==> config.mk <==
export PLATFORM = sky130hd
export DESIGN_NAME = mu0_sequencer
export DESIGN_NICKNAME = d
export VERILOG_FILES = /design/src/rtl/mu0_pkg.sv /design/src/rtl/mu0_sat_counter.sv /design/src/rtl/mu0_sequencer.sv
export SDC_FILE = /design/constraint.sdc
export NUM_CORES = 1
export LEC_CHECK = 0
export BUFFER_PORTS_ARGS = -buffer_cell sky130_fd_sc_hd__buf_2
export CAP_MARGIN = 20
export CORE_MARGIN = 2
export CORE_UTILIZATION = 45
export DETAILED_ROUTE_END_ITERATION = 6
export HOLD_SLACK_MARGIN = 0.1
export PLACE_DENSITY = 0.79
export SLEW_MARGIN = 20
export SYNTH_ARGS = -nofsm -noshare
export SYNTH_HDL_FRONTEND = slang
export SYNTH_HIERARCHICAL = 1
export SYNTH_SLANG_ARGS = --single-unit
==> constraint.sdc <==
create_clock -name clk -period 4.7 [get_ports clk]
set_input_delay 0.47 -clock clk [delete_from_list [all_inputs] [get_ports clk]]
set_output_delay 0.47 -clock clk [all_outputs]
set_load 0.005 [all_outputs]
==> src/rtl/mu0_pkg.sv <==
// Shared MU0 definitions: sequencer state encoding, halt-cause codes and opcodes.
// The opcodes are also used by the instruction decoder.
package mu0_pkg;

    // One-hot state encoding. Bits [2:0] are the fetch/exec1/exec2 strobes.
    localparam logic [4:0] ST_FETCH  = 5'b00001;
    localparam logic [4:0] ST_EXEC1  = 5'b00010;
    localparam logic [4:0] ST_EXEC2  = 5'b00100;
    localparam logic [4:0] ST_HALTED = 5'b01000;
    localparam logic [4:0] ST_PAUSED = 5'b10000;

    typedef enum logic [1:0] {
        CAUSE_RESET = 2'b00,
        CAUSE_STP   = 2'b01,
        CAUSE_STOP  = 2'b10
    } halt_cause_e;

    localparam logic [3:0] OP_LDA = 4'b0000;
    localparam logic [3:0] OP_STO = 4'b0001;
    localparam logic [3:0] OP_ADD = 4'b0010;
    localparam logic [3:0] OP_SUB = 4'b0011;
    localparam logic [3:0] OP_JMP = 4'b0100;
    localparam logic [3:0] OP_JGE = 4'b0101;
    localparam logic [3:0] OP_JNE = 4'b0110;
    localparam logic [3:0] OP_STP = 4'b0111;
    localparam logic [3:0] OP_AND = 4'b1000;
    localparam logic [3:0] OP_LSL = 4'b1001;
    localparam logic [3:0] OP_LSR = 4'b1010;

    function automatic logic state_is_active(input logic [4:0] st);
        return |st[2:0];
    endfunction

endpackage

==> src/rtl/mu0_sat_counter.sv <==
// Up-counter with synchronous clear and saturation at all-ones.
module mu0_sat_counter #(
    parameter int W = 16
) (
    input  logic         clk,
    input  logic         rst_n,
    input  logic         clr,
    input  logic         en,
    output logic [W-1:0] count
);

    logic [W-1:0] count_q;
    logic [W-1:0] count_d;

    always_comb begin
        count_d = count_q;
        if (clr) begin
            count_d = '0;
        end else if (en && (count_q != {W{1'b1}})) begin
            count_d = count_q + W'(1);
        end
    end

    always_ff @(posedge clk) begin
        if (!rst_n) begin
            count_q <= '0;
        end else begin
            count_q <= count_d;
        end
    end

    assign count = count_q;

endmodule

==> src/rtl/mu0_sequencer.sv <==
// MU0 control-timing generator: fetch/exec1/exec2 phase strobes, run/step/stop
// control with STP detection, and saturating cycle/instruction counters.
module mu0_sequencer
    import mu0_pkg::*;
#(
    parameter int         CNT_W  = 16,
    parameter logic [3:0] STP_OP = OP_STP
) (
    input  logic             clk,
    input  logic             rst_n,
    input  logic             start,
    input  logic             step_mode,
    input  logic             step,
    input  logic             stop_req,
    input  logic [3:0]       op,
    input  logic             extra,
    output logic             fetch,
    output logic             exec1,
    output logic             exec2,
    output logic             halted,
    output logic             paused,
    output logic [1:0]       halt_cause,
    output logic [CNT_W-1:0] cycle_count,
    output logic [CNT_W-1:0] instr_count
);

    logic [4:0]  state_q;
    logic [4:0]  state_d;
    halt_cause_e halt_cause_q;
    halt_cause_e halt_cause_d;
    logic        stop_pending_q;
    logic        stop_pending_d;
    logic        count_clr;
    logic        boundary;
    logic        is_stp;
    logic        cycle_en;
    logic        instr_en;

    assign is_stp = (op == STP_OP);

    always_comb begin
        state_d        = state_q;
        halt_cause_d   = halt_cause_q;
        stop_pending_d = stop_pending_q;
        count_clr      = 1'b0;
        boundary       = 1'b0;

        case (state_q)
            ST_HALTED: begin
                if (start) begin
                    state_d        = ST_FETCH;
                    stop_pending_d = 1'b0;
                    count_clr      = 1'b1;
                end
            end
            ST_FETCH: begin
                state_d = ST_EXEC1;
                if (stop_req) begin
                    stop_pending_d = 1'b1;
                end
            end
            ST_EXEC1: begin
                if (is_stp) begin
                    state_d        = ST_HALTED;
                    halt_cause_d   = CAUSE_STP;
                    stop_pending_d = 1'b0;
                end else if (extra) begin
                    state_d = ST_EXEC2;
                    if (stop_req) begin
                        stop_pending_d = 1'b1;
                    end
                end else begin
                    boundary = 1'b1;
                end
            end
            ST_EXEC2: begin
                boundary = 1'b1;
            end
            ST_PAUSED: begin
                if (stop_req) begin
                    state_d        = ST_HALTED;
                    halt_cause_d   = CAUSE_STOP;
                    stop_pending_d = 1'b0;
                end else if (step) begin
                    state_d = ST_FETCH;
                end
            end
            default: begin
                // Any non-one-hot encoding recovers to a safe halt.
                state_d = ST_HALTED;
            end
        endcase

        // Instruction boundary: a pending or simultaneous stop beats step mode.
        if (boundary) begin
            if (stop_pending_q || stop_req) begin
                state_d        = ST_HALTED;
                halt_cause_d   = CAUSE_STOP;
                stop_pending_d = 1'b0;
            end else if (step_mode) begin
                state_d = ST_PAUSED;
            end else begin
                state_d = ST_FETCH;
            end
        end
    end

    always_ff @(posedge clk) begin
        if (!rst_n) begin
            state_q        <= ST_HALTED;
            halt_cause_q   <= CAUSE_RESET;
            stop_pending_q <= 1'b0;
        end else begin
            state_q        <= state_d;
            halt_cause_q   <= halt_cause_d;
            stop_pending_q <= stop_pending_d;
        end
    end

    assign cycle_en = state_is_active(state_q);
    assign instr_en = ((state_q == ST_EXEC1) && (is_stp || !extra)) ||
                      (state_q == ST_EXEC2);

    mu0_sat_counter #(.W(CNT_W)) u_cycle_cnt (
        .clk   (clk),
        .rst_n (rst_n),
        .clr   (count_clr),
        .en    (cycle_en),
        .count (cycle_count)
    );

    mu0_sat_counter #(.W(CNT_W)) u_instr_cnt (
        .clk   (clk),
        .rst_n (rst_n),
        .clr   (count_clr),
        .en    (instr_en),
        .count (instr_count)
    );

    assign fetch      = state_q[0];
    assign exec1      = state_q[1];
    assign exec2      = state_q[2];
    assign halted     = state_q[3];
    assign paused     = state_q[4];
    assign halt_cause = halt_cause_q;

endmodule
==> impl_results.md <==
- FFs w/ async S/R, synth: 0
- Min-delay worst type: input port to register
- Synth Instances: 243
- Final wirelength: 5100 um
- DR vias: 2091
- Gr busiest metal: met2
- Grt ovf: 0
- Power Density: 292 mW/mm^2
- Post-synthesis cell type count: 54
- Residual DRC count: 0
- RD Place Congestion: 0.896
- Fin crit share: 0.463
- CP endpoint kind: register
- Fin crit period: 2.18 ns
- Clock root buffer: clkbuf_8
- Area leader, netlist: dfxtp_1
- GRT Overall Usage: 0.192
- CP Data Arrival Time: 2.40 ns
- Syn Nets: 256
- Synth Flop Type: dfxtp_1
- Clock Skew: 0.00897 ns
- DRT iter0 DRCs: 116
- Post-route setup TNS: 0 ns
- Startpoint Class: register
- CP max stage delay: 0.43 ns
- N_diodes: 0
- IO Port Bufs: 49
- Die ar.: 0.00550 mm^2
- Final slew viol count: 0
- Initial cell density of the core: 0.469
- Post-Syn Area: 0.00221 mm^2
- Layout cells sized above 1: 0.253
- Crit Path Max Fanout: 9
- Syn avg cell area: 9.11 um^2
- CP cell instances: nor3_1 > and3b_1 > a21o_2 > and4_2 > nand3_4 > or4_1 > a21oi_1
- Die X: 74.1 um
- Setup violations, final: 0
- Clock tree from TritonCTS: built
- Initial antenna violation count: 0
- Routing usage on met2: 0.316
- Max Fclk: 460 MHz
- Post-CTS setup repair buffer count: 0
- CTS resizes: 0
- Slew at the pin closest to its max-slew limit: 0.529 ns
- Die span in y: 74.1 um
- Worst IR drop on VDD: 0.000181 V
- Clk sinks: 40
- Layout Nets: 309
- Worst endpoint required time: 4.92 ns
- I/O pins: 50
- Power, Total: 0.000769 W
- CTS Buf Count: 5
- Slowest CP cell: or4_1
- Top delay family on crit path: simple AND/OR/NAND/NOR gates
- Grt met1 use: 0.249
- Detail Route Antenna Nets: 0
- Seq cells post-synth: 40
- Largest net degree at the start of global routing: 13
- Post-synth top area share: 0.362
- Most numerous cell in the Yosys netlist: dfxtp_1
- Final Hold Vio Count: 0
- DR pass1 iterations: 4
- Avg Vias per Cell: 5.74
- WL per Instance: 14.0 um
- Top post-synthesis cells by area: dfxtp_1, nor2_1, nand4_4
- Post-synthesis sequential area ratio: 0.362
- Crit path buffers/inverters: 0
- Leak: 1.12 nW
- Global-route wire length before repair: 8410 um
- Unrepaired setup endpoints after global routing: false
- Synth top cells by count: dfxtp_1, nor2_1, nand2_1
- Area delta synth->final: 19.2%
- GR Layer Usage met3: 0.0312
- Max clock buf depth: 2
- Clock Latency Late Sink: 0.29 ns
- HPWL Detailed: 3810 um
- Clk pin slew, worst setup/hold paths: 0.08 ns
- WS Path Type: register to register
- Rows: 25
- Synth warn: 6
- Slew headroom: 0.646
- Status: finished, final reports clean
- Core Box Area: 0.00472 mm^2
- Number of synthesized flops with an enable pin: 0
- Hold_buf cts: 0
- Max-cap viol count: 0
- CTS H-tree depth: 2
- Fillers: 435
- Vias in the first global route: 1901
==> worst paths after layout <==
path,to,depth (start not counted),slack (ns),start
worst max-delay path,u_instr_cnt/count[9]$_SDFFE_PP0P_,7,2.52,state_q[3]$_SDFFE_PN1P_
worst max register to register,u_instr_cnt/count[9]$_SDFFE_PP0P_,7,2.52,state_q[3]$_SDFFE_PN1P_
worst min register to register,halt_cause[1]$_SDFF_PN0_,2,0.50,halt_cause[1]$_SDFF_PN0_
worst min-delay path,state_q[4]$_SDFFE_PN0P_,3,0.47,step_mode
==> per-stage QoR <==
stage	cells	util	worst slack [ns]	area, um^2	hold slack (ns)
after floorplan	243	-	2.71	2210	0.482
after global placement	356	0.536	2.61	2530	0.477
after detailed placement	356	0.536	2.53	2530	0.489
after CTS	364	0.558	2.52	2640	0.465
after global routing	364	0.558	2.34	2640	0.489
final	364	0.558	2.52	2640	0.470
==> per-layer routing <==
| metal | vias to the layer above | routed length, um |
|---|---|---|
| met5 | - | 0 |
| met4 | 0 | 59 |
| met3 | 4 | 228 |
| met2 | 52 | 2500 |
| met1 | 996 | 2320 |
| li1 | 1039 | - |
==> power breakdown <==
group	total, W	internal, W	switching (W)
Sequential	0.000365	0.000350	0.0000157
Combinational	0.000128	0.0000550	0.0000735
Clock	0.000276	0.000158	0.000118
Total	0.000769	0.000562	0.000207
==> kinds of logic (layout without fill, tap and decap cells) <==
family,Yosys count,in the layout,synth area share
buffers and inverters,9,63,0.0158
xor gates and xnor gates,9,9,0.0356
AOI/OAI and AO/OA,59,59,0.215
DFF,40,40,0.362
muxes,2,2,0.00905
adders and majority gates,2,2,0.0113
and+or+nand+nor,122,122,0.351
==> state kept, by name, summed over array words and instances, names as in the netlist <==
| register | flops |
|---|---|
| u_instr_cnt/count | 16 |
| state_q | 5 |
| halt_cause | 2 |
| u_cycle_cnt/count | 16 |
| stop_pending_q | 1 |
==> layout make-up <==
class                   count  area (um^2)  share of cell area
multi-input cells         194         1380               0.522
flip-flops and latches     40          801               0.304
repair buffers             49          245              0.0930
well taps                  67         83.8              0.0318
clock buffers               6         72.6              0.0275
clock inverters             2         35.0              0.0133
inverters                   6         22.5             0.00854
==> worst min-delay path, stage by stage <==
cell	delay (ns)
buf_2	0.09
a31oi_1	0.06
nor2_1	0.09
==> cell usage in the layout, fill, tap and decap left out, types with 7 or more instances in the layout <==
cell type,count
buf_2,49
dfxtp_1,40
nor2_1,28
nand2_1,14
o21ai_0,11
nand2b_1,9
nand3_1,9
a21oi_1,9
nor3_1,7
Note: power is estimated with default switching activity, not from simulation.
